**src/rtl/rpn_pkg.sv**
```systemverilog
// rtl/rpn_pkg.sv - shared constants, operator codes and state type for the RPN evaluator
package rpn_pkg;

    localparam int RPN_INT_W = 8;
    localparam int RPN_FRAC_W = 8;
    localparam int RPN_NW = RPN_INT_W + RPN_FRAC_W;

    // Bit that separates operators (1) from number literals (0) in a queue entry
    localparam int ENTRY_FLAG_BIT = RPN_NW;

    localparam logic [6:0] OP_ADD = 7'h2B;
    localparam logic [6:0] OP_SUB = 7'h2D;
    localparam logic [6:0] OP_MUL = 7'h2A;
    localparam logic [6:0] OP_X   = 7'h78;

    typedef enum logic [1:0] {
        ST_IDLE,
        ST_FETCH,
        ST_EXEC,
        ST_DONE
    } state_t;

endpackage

```
**src/rtl/rpn_evaluator_fixed_mul.sv**
```systemverilog
// rtl/rpn_evaluator_fixed_mul.sv - signed Q multiply with truncation; clamps when RPN_EVALUATOR_SATURATE_EN is defined
module fixed_mul
    import rpn_pkg::*;
#(
    parameter int INTEGER_PART_WIDTH = RPN_INT_W,
    parameter int FRACTIONAL_PART_WIDTH = RPN_FRAC_W
) (
    input  logic [INTEGER_PART_WIDTH+FRACTIONAL_PART_WIDTH-1:0] a,
    input  logic [INTEGER_PART_WIDTH+FRACTIONAL_PART_WIDTH-1:0] b,
    output logic [INTEGER_PART_WIDTH+FRACTIONAL_PART_WIDTH-1:0] product
);

    localparam int NW = INTEGER_PART_WIDTH + FRACTIONAL_PART_WIDTH;
    localparam int FW = FRACTIONAL_PART_WIDTH;

    logic [2*NW-1:0] a_ext;
    logic [2*NW-1:0] b_ext;
    logic [2*NW-1:0] full;

    assign a_ext = {{NW{a[NW-1]}}, a};
    assign b_ext = {{NW{b[NW-1]}}, b};
    // Low 2*NW bits of the sign-extended product equal the exact signed product
    assign full = a_ext * b_ext;

`ifdef RPN_EVALUATOR_SATURATE_EN
    localparam logic [NW-1:0] MAX_VAL = {1'b0, {(NW-1){1'b1}}};
    localparam logic [NW-1:0] MIN_VAL = {1'b1, {(NW-1){1'b0}}};

    logic overflow;
    logic unused_low;

    // Kept field fits only if every bit above it matches its sign bit
    assign overflow = (full[2*NW-1:NW+FW-1] != {(NW-FW+1){full[2*NW-1]}});
    assign product = overflow ? (full[2*NW-1] ? MIN_VAL : MAX_VAL) : full[NW+FW-1:FW];
    assign unused_low = ^full[FW-1:0];
`else
    logic unused_bits;

    // Dropping low fraction bits of a two's complement value floors toward -inf
    assign product = full[NW+FW-1:FW];
    assign unused_bits = ^{full[2*NW-1:NW+FW], full[FW-1:0]};
`endif

endmodule

```
**src/rtl/rpn_evaluator.sv**
```systemverilog
// rtl/rpn_evaluator.sv - executes the parser's RPN queue on a value stack; overflow clamps when RPN_EVALUATOR_SATURATE_EN is defined
module rpn_evaluator
    import rpn_pkg::*;
#(
    parameter int INTEGER_PART_WIDTH = RPN_INT_W,
    parameter int FRACTIONAL_PART_WIDTH = RPN_FRAC_W,
    parameter int OUTPUT_QUEUE_SIZE = 64,
    parameter int STACK_SIZE = 16
) (
    input  logic                                                 clk,
    input  logic                                                 rst_n,
    input  logic                                                 start,
    output logic                                                 ready,
    input  logic [$clog2(OUTPUT_QUEUE_SIZE)+1:0]                 queue_length,
    output logic [$clog2(OUTPUT_QUEUE_SIZE)+1:0]                 queue_read_index,
    input  logic [INTEGER_PART_WIDTH+FRACTIONAL_PART_WIDTH:0]    queue_data_out,
    input  logic [INTEGER_PART_WIDTH+FRACTIONAL_PART_WIDTH-1:0]  x,
    output logic [INTEGER_PART_WIDTH+FRACTIONAL_PART_WIDTH-1:0]  result,
    output logic                                                 result_valid,
    output logic                                                 error
);

    localparam int NW = INTEGER_PART_WIDTH + FRACTIONAL_PART_WIDTH;
    localparam int IW = $clog2(OUTPUT_QUEUE_SIZE) + 2;
    localparam int SAW = $clog2(STACK_SIZE);
    localparam int SPW = SAW + 1;
    localparam logic [SPW-1:0] SP_FULL = SPW'(STACK_SIZE);

    state_t          state;
    logic [NW-1:0]   x_lat;
    logic [IW-1:0]   qlen;
    logic [SPW-1:0]  sp;
    logic            err_flag;
    logic [NW-1:0]   stack_mem [STACK_SIZE];

    logic [SAW-1:0]  idx_top;
    logic [SAW-1:0]  idx_next;
    logic [NW-1:0]   top_val;
    logic [NW-1:0]   next_val;
    logic [IW-1:0]   next_index;

    logic [NW:0]     sum_ext;
    logic [NW:0]     diff_ext;
    logic [NW-1:0]   sum_val;
    logic [NW-1:0]   diff_val;
    logic [NW-1:0]   prod_val;

    logic            wr_en;
    logic [SAW-1:0]  wr_addr;
    logic [NW-1:0]   wr_data;
    logic [SPW-1:0]  sp_next;
    logic            exec_err;

    assign idx_top    = sp[SAW-1:0] - SAW'(1);
    assign idx_next   = sp[SAW-1:0] - SAW'(2);
    assign top_val    = stack_mem[idx_top];
    assign next_val   = stack_mem[idx_next];
    assign next_index = queue_read_index + IW'(1);

    // Operand a is next-to-top, b is top: a op b
    assign sum_ext  = {next_val[NW-1], next_val} + {top_val[NW-1], top_val};
    assign diff_ext = {next_val[NW-1], next_val} - {top_val[NW-1], top_val};

`ifdef RPN_EVALUATOR_SATURATE_EN
    localparam logic [NW-1:0] MAX_VAL = {1'b0, {(NW-1){1'b1}}};
    localparam logic [NW-1:0] MIN_VAL = {1'b1, {(NW-1){1'b0}}};

    // The two top bits disagree exactly when the true result leaves the NW-bit range
    assign sum_val  = (sum_ext[NW] != sum_ext[NW-1]) ? (sum_ext[NW] ? MIN_VAL : MAX_VAL) : sum_ext[NW-1:0];
    assign diff_val = (diff_ext[NW] != diff_ext[NW-1]) ? (diff_ext[NW] ? MIN_VAL : MAX_VAL) : diff_ext[NW-1:0];
`else
    logic unused_carry;

    assign sum_val      = sum_ext[NW-1:0];
    assign diff_val     = diff_ext[NW-1:0];
    assign unused_carry = sum_ext[NW] ^ diff_ext[NW];
`endif

    fixed_mul #(
        .INTEGER_PART_WIDTH    (INTEGER_PART_WIDTH),
        .FRACTIONAL_PART_WIDTH (FRACTIONAL_PART_WIDTH)
    ) u_fixed_mul (
        .a       (next_val),
        .b       (top_val),
        .product (prod_val)
    );

    // Decode the fetched entry into a stack write, new depth and error flag
    always_comb begin
        wr_en    = 1'b0;
        wr_addr  = sp[SAW-1:0];
        wr_data  = queue_data_out[NW-1:0];
        sp_next  = sp;
        exec_err = 1'b0;
        if (!queue_data_out[NW]) begin
            if (sp == SP_FULL) begin
                exec_err = 1'b1;
            end else begin
                wr_en   = 1'b1;
                sp_next = sp + SPW'(1);
            end
        end else begin
            case (queue_data_out[6:0])
                OP_X: begin
                    wr_data = x_lat;
                    if (sp == SP_FULL) begin
                        exec_err = 1'b1;
                    end else begin
                        wr_en   = 1'b1;
                        sp_next = sp + SPW'(1);
                    end
                end
                OP_ADD, OP_SUB, OP_MUL: begin
                    if (sp < SPW'(2)) begin
                        exec_err = 1'b1;
                    end else begin
                        wr_en   = 1'b1;
                        wr_addr = idx_next;
                        sp_next = sp - SPW'(1);
                        if (queue_data_out[6:0] == OP_ADD) begin
                            wr_data = sum_val;
                        end else if (queue_data_out[6:0] == OP_SUB) begin
                            wr_data = diff_val;
                        end else begin
                            wr_data = prod_val;
                        end
                    end
                end
                default: exec_err = 1'b1;
            endcase
        end
    end

    // Stack storage: written only in EXEC, contents are don't-care outside the live depth
    always_ff @(posedge clk) begin
        if (state == ST_EXEC && wr_en) begin
            stack_mem[wr_addr] <= wr_data;
        end
    end

    // Control FSM with registered handshake, index and result outputs
    always_ff @(posedge clk or negedge rst_n) begin
        if (!rst_n) begin
            state            <= ST_IDLE;
            ready            <= 1'b1;
            result_valid     <= 1'b0;
            error            <= 1'b0;
            result           <= '0;
            queue_read_index <= '0;
            sp               <= '0;
            err_flag         <= 1'b0;
            x_lat            <= '0;
            qlen             <= '0;
        end else begin
            result_valid <= 1'b0;
            case (state)
                ST_IDLE: begin
                    if (!ready) begin
                        ready <= 1'b1;
                    end else if (start) begin
                        ready            <= 1'b0;
                        x_lat            <= x;
                        qlen             <= queue_length;
                        sp               <= '0;
                        queue_read_index <= '0;
                        result           <= '0;
                        error            <= 1'b0;
                        if (queue_length == '0) begin
                            err_flag <= 1'b1;
                            state    <= ST_DONE;
                        end else begin
                            err_flag <= 1'b0;
                            state    <= ST_FETCH;
                        end
                    end
                end
                ST_FETCH: begin
                    state <= ST_EXEC;
                end
                ST_EXEC: begin
                    if (exec_err) begin
                        err_flag <= 1'b1;
                        state    <= ST_DONE;
                    end else begin
                        sp               <= sp_next;
                        queue_read_index <= next_index;
                        state            <= (next_index < qlen) ? ST_FETCH : ST_DONE;
                    end
                end
                ST_DONE: begin
                    result_valid <= 1'b1;
                    state        <= ST_IDLE;
                    if (err_flag || sp != SPW'(1)) begin
                        error  <= 1'b1;
                        result <= '0;
                    end else begin
                        error  <= 1'b0;
                        result <= top_val;
                    end
                end
                default: state <= ST_IDLE;
            endcase
        end
    end

endmodule

```
**config.mk**
```make
export PLATFORM = sky130hd
export DESIGN_NAME = rpn_evaluator
export DESIGN_NICKNAME = d
export VERILOG_FILES = /design/src/rtl/rpn_pkg.sv /design/src/rtl/rpn_evaluator_fixed_mul.sv /design/src/rtl/rpn_evaluator.sv
export SDC_FILE = /design/constraint.sdc
export NUM_CORES = 1
export LEC_CHECK = 0
export CAP_MARGIN = 20
export CORE_ASPECT_RATIO = 0.8
export CORE_MARGIN = 4
export CORE_UTILIZATION = 35
export CTS_CLUSTER_SIZE = 10
export DETAILED_ROUTE_END_ITERATION = 16
export GPL_ROUTABILITY_DRIVEN = 1
export HOLD_SLACK_MARGIN = 0.08
export PLACE_DENSITY_LB_ADDON = 0.25
export SLEW_MARGIN = 20
export SYNTH_ARGS = -nofsm -noshare
export SYNTH_HDL_FRONTEND = slang
export SYNTH_SLANG_ARGS = --single-unit
```
**constraint.sdc**
```tcl
create_clock -name clk -period 13.7 [get_ports clk]
set_input_delay 2.74 -clock clk [delete_from_list [all_inputs] [get_ports clk]]
set_output_delay 2.74 -clock clk [all_outputs]
set_load 0.02 [all_outputs]
```
======== Word-level counts from Yosys, hierarchy flattened ========
Memories as Yosys holds them, arrays and structs flattened.
Cells that the tools add are included.
storage, ports and cells
  flip-flop bits (word level) ............. 59
  bits in latches ......................... 0
  bits in writable memories ............... 256
  memory bits (read-only) ................. 0
  input port bits ......................... 44
  output and inout port bits .............. 27
  word-level logic and storage cells ...... 101
  memories kept ........................... 1
memory list
  name       words  bits a word  read ports  clocked after memory_dff  write ports  line                 text
  stack_mem  16     16           2           0                         1            rpn_evaluator.sv:34  logic [NW-1:0] stack_mem [STACK_SIZE];
cells by class
  add/subtract/negate cells ............... 7
  $mul .................................... 1
  divide/modulo/power cells ............... 0
  $lt $le $gt $ge ......................... 2
  equal/unequal tests ..................... 15
  shift-type cells ........................ 0
  multiplexer cells ....................... 52
  bitwise operators ....................... 0
  reductions and logical operators ........ 13
operator list
  cell                 count
  $mux 16              7
  $pmux 16 s2          2
  $mux 5               6
  $mul 16x16->24       1
  $mux 8               3
  $eq 7x6->1 const B   3
  $pmux 5 s2           2
  $mux 1               18
  $add 16x16->16       1
  $pmux 8 s2           1
  $sub 16x16->16       1
  $mux 4               3
  $mux 2               5
  $add 8x1->8 const B  1
  $logic_not 8->1      1
  $lt 8x8->1           1
  $ne 2x2->1 const B   4
  $pmux 1 s2           4
  $pmux 2 s4           1
  $reduce_and 4->1     2
  $eq 7x7->1 const B   1
  $reduce_and 3->1     2
  $reduce_and 6->1     1
  $add 5x1->5 const B  1
  other kinds (16)     18

======== Logic depth before layout (Yosys ltp) ========
An unclocked memory read counts as a cell.
  depth in word-level cells ............... 8
  depth in mapped cells ................... 39
  mapped depth without buffers ............ 32

======== Cells and area by module ========
A second synthesis with hierarchy kept.
unflattened totals
  cell total of the unflattened synthesis .. 1922
  area total of the unflattened synthesis .. 24021.8 um^2
by module, submodules not included
  module         times used  cells an instance  area each (um^2)  sequential area each (um^2)
  rpn_evaluator  1           1082               16608.4           9165.0
  fixed_mul      1           840                7413.4            0.0

======== Worst setup path before layout ========
Ideal clock, no wire load.
  path kind ............................... register to register
  start point ............................. register sp[1]
  end point ............................... memory stack_mem[0][12] in the netlist's numbering (data pin)
  library setup time ...................... 0.330 ns
  data arrival time ....................... 9.013 ns
  required time ........................... 13.370 ns
  path slack .............................. 4.357 ns
  cell stages (with the launch flop) ...... 38
  path buffers ............................ 7
  clock period less this slack ............ 9.343 ns
  path through ............................ dfrtp_1 buf_2 buf_6 inv_2 ha_1 buf_2 buf_2 buf_2 clkbuf_1 mux4_2 nand2_1 nand2_1 o21ai_1 buf_4 inv_1 ha_1 fa_1 inv_1 [... 2 more ...] fa_1 inv_1 fa_1 inv_1 fa_1 inv_1 ha_1 a21o_1 a21oi_1 o21a_1 o21ai_0 a21o_1 a21o_1 o21ai_1 a21oi_1 o21ai_0 a21oi_1 o21ai_0
on the way
  word-level cells in the longest chain between the ends .. 8
  elaborated cells between the ends (all ways) .. 12
  classes of those cells .................. add/sub: 4; mul: 1; order compare: 1; mux: 5; memory: 1
ends and longest elaborated chain
  item                                              line                                                text
  from (decl)                                       rpn_evaluator.sv:32                                 logic [SPW-1:0] sp;
  from (signal assigned)                            rpn_evaluator.sv:185                                sp <= sp_next;
  $sub 4x2->4 or $sub 4x1->4 (tied branches)        rpn_evaluator.sv:55, rpn_evaluator.sv:54
  $mem_v2 16x16                                     n/a
  $mul 16x16->24 or $sub 16x16->16 (tied branches)  rpn_evaluator_fixed_mul.sv:23, rpn_evaluator.sv:62
  $mux 16                                           rpn_evaluator.sv:122                                end else if (queue_data_out[6:0] == OP_SUB) begin
  $mux 16                                           rpn_evaluator.sv:120                                if (queue_data_out[6:0] == OP_ADD) begin
  $mux 16 (*)                                       rpn_evaluator.sv:114                                if (sp < SPW'(2)) begin
  $pmux 16 s2 (*)                                   rpn_evaluator.sv:103                                case (queue_data_out[6:0])
  $mux 16 (*)                                       rpn_evaluator.sv:95                                 if (!queue_data_out[NW]) begin
  via wr_data[12]                                   rpn_evaluator.sv:50                                 logic [NW-1:0] wr_data;
  to (decl)                                         rpn_evaluator.sv:34
Mark *: on every way through the listed nets, which the timed path passes. The rest lies on a longest branch.

======== Final worst setup path ========
  start point ............................. register sp[0]
  end point ............................... memory stack_mem[1][14] in the netlist's numbering (data pin)
Same word-level chain as after synthesis.

==> impl_metrics.py <==
metrics = {
    "synthesis": {
        "ys_async_sr_fraction_pct": 18.73,
        "synth-edff-count": 256,
        "synth_seq_area_share_pct": 38.02,
        "yosysMostFrequentCell": "inv_1",
        "synthCells": 2019,
        "syn_nets": 2366,
        "yosys.area.top_type_share_pct": 31.89,
        "synth_area_per_cell_um2": 11.94,
        "netlist_area_um2": 24110,
        "synth_xor_area_share_pct": 2.123,
        "synthSimpleGateAreaFrac_pct": 9.784,
        "synth_top_family_by_area": "adder cells",
        "yosys-top-cells-count": "302 x inv_1, 256 x edfxtp_1, 223 x nand2_1, 188 x fa_1, 143 x mux4_2",
        "ys_ff_latch": 315,
        "yosys_warnings": 0,
        "synth_area_leaders": "edfxtp_1 32%, fa_1 16%, mux4_2 13%",
        "ys_types": 85,
        "synthMuxAreaShare_pct": 14.53,
        "synth_ff_type": "edfxtp_1",
        "synth_top_area_cell": "edfxtp_1",
        "synth-compound-area-share_pct": 6.934,
        "synthAdderAreaFrac_pct": 21.58,
    },
    "timing": {
        "hold_viol": 0,
        "drv_slew": 0,
        "tightest_slew_ns": 1.031,
        "grt_setup_unrepaired": "false",
        "finClkSkew_ns": 0.03278,
        "fin_setup_tns_ns": 0,
        "finalSetupViolations": 0,
        "slew_headroom_pct": 31.24,
        "timing.fmax_ghz": 0.09134,
        "hold_ws_ns": 0.4862,
        "finalCriticalPeriod_ns": 10.95,
        "min_period_over_period_pct": 79.92,
    },
    "route": {
        "routed_wirelength_mm": 71.89,
        "via_per_inst": 5.481,
        "first_pass_iters": 5,
        "wire_per_inst_um": 23.88,
        "ant_nets": 0,
        "drt_iter0_markers": 1817,
        "num_vias": 16500,
        "drc_errors": 0,
    },
    "global_routing": {
        "grt_usage_pct": 19.70,
        "grt_pass1_wl_mm": 108.1,
        "grt_max_degree": 60,
        "antenna_found_initial": 5,
        "overflow": 0,
        "grt_pass1_vias": 16680,
    },
    "placed_design": {
        "hpwl_mm": 52.22,
        "io_buffers": 70,
        "place.gp.congestion": 0.8697,
    },
    "cts": {
        "cts_buffers": 37,
        "hold_buffers": 0,
        "cts-resized-gates": 0,
        "clk-insertion-delay-late_ns": 0.56,
        "cts_setup_buffers": 0,
        "htree_levels": 2,
        "path_clk_slew_ns": 0.07,
        "root_buffer": "clkbuf_16",
        "cts_sinks": 315,
        "clockBufferDepth": 3,
        "cts_tree": "built",
    },
    "layout": {
        "nNetsFinal": 2423,
        "n_fill_cell": 6432,
        "area_growth_pct": 12.09,
        "layout-drive-gt1-share_pct": 14.41,
    },
    "floorplanning": {
        "coreArea_um2": 67750,
        "io_pins": 71,
        "die_area_um2": 73170,
        "die_w_um": 301.4,
        "initial_core_util_pct": 35.58,
        "die_h_um": 242.7,
        "core.rowCount": 85,
    },
    "worst_setup_path": {
        "crit_required_ns": 13.94,
        "startpoint_type": "flip-flop",
        "path_max_fanout": 53,
        "path_class": "reg -> reg",
        "critPathCaptureType": "flip-flop",
        "arrival_ns": 11.18,
    },
    "run_status": {
        "status": "finished clean",
    },
    "job": {
        "cap_violations": 0,
    },
    "min_path": {
        "hp-class": "reg -> reg",
    },
}
-- cells in the final DEF, fill, tap and decap left out, types with 56 or more instances in the layout --
master,instances
dfrtp_1,56
o21ai_0,71
nand2_1,223
ha_1,113
nor2_1,122
inv_1,302
fa_1,188
edfxtp_1,256
clkdlybuf4s50_1,69
mux4_2,143
-- cells by family (layout without fill, tap and decap cells) --
kind of cell	after synthesis	in the layout
compound gates	254	254
xor+xnor	52	52
fa+ha+maj	303	303
buf+inv	405	482
flops	315	315
mux	169	169
other cells	0	1
simple gates	521	521
-- metrics by stage --
stage                     instances  util [%]  setup slack [ns]  instance area (µm²)
after floorplan                2019         -             4.357                24110
after global placement         2948     38.22             2.315                25890
after detailed placement       2948     38.23             2.797                25900
after CTS                      3007     39.84             2.757                26990
after global routing           3009     39.88             2.141                27020
final                          3010     39.89             2.751                27020
-- layout make-up --
cell class                      count  area (µm²)  area share [%]
Antenna cell                        1       2.502        0.009261
Clock buffer                       55       993.5           3.677
Clock inverter                      4       96.34          0.3565
Inverter                          305        1149           4.251
Multi-Input combinational cell   1299       13400           49.60
Sequential cell                   315        9173           33.95
Tap cell                          913        1142           4.228
Timing Repair Buffer              118        1062           3.931
-- flip-flops by register name, indices dropped and copies added, names as in the netlist --
| register | flops |
|---|---|
| ready | 1 |
| sp | 5 |
| error | 1 |
| err_flag | 1 |
| result_valid | 1 |
| x_lat | 16 |
| queue_read_index | 8 |
| state | 2 |
| qlen | 8 |
| stack_mem | 256 |
| result | 16 |
-- final timing paths --
check                                       from                    endpoint  slack [ns]  cells after the start
setup / recovery               sp[0]$_DFFE_PN0P_  stack_mem[1][14]$_DFFE_PP_        2.75                     27
hold / removal             result[4]$_DFFE_PN0P_       result[4]$_DFFE_PN0P_        0.49                      2
setup reg to reg               sp[0]$_DFFE_PN0P_  stack_mem[1][14]$_DFFE_PP_        2.75                     27
hold reg to reg            result[4]$_DFFE_PN0P_       result[4]$_DFFE_PN0P_        0.49                      2
max in group asynchronous                  rst_n           sp[1]$_DFFE_PN0P_       10.72                      1
min in group asynchronous                  rst_n        state[0]$_DFFE_PN0P_        2.31                      1
-- worst max-delay path, cell delays in order, from the launching register on --
cell      delay (ns)
dfrtp_4         0.98
inv_1           0.36
ha_4            0.94
buf_4           0.44
mux4_2          0.54
mux4_2          0.66
and2_1          0.23
fa_1            0.50
inv_1           0.05
fa_1            0.52
inv_1           0.05
fa_1            0.51
fa_1            0.44
fa_1            0.49
inv_1           0.05
fa_1            0.47
inv_1           0.04
ha_1            0.19
or3_1           0.34
o21ai_0         0.11
o21ai_0         0.13
a21o_1          0.20
a21o_1          0.20
o21ai_1         0.33
a21oi_1         0.18
o311ai_1        0.77
a22oi_1         0.18
o22ai_2         0.68
-- per-layer routing --
| layer | up-vias | part of all wire (%) | track usage [%] |
|---|---|---|---|
| li1 | 7119 | - | - |
| met1 | 8467 | 44 | 29.34 |
| met2 | 819 | 42 | 28.39 |
| met3 | 86 | 11 | 5.986 |
| met4 | 6 | 1.9 | 4.059 |
| met5 | - | 0.043 | 0 |
Power is left out: the tool's default activity adds up to more than one toggle a clock period on the data nets, which glitch-free logic cannot reach.
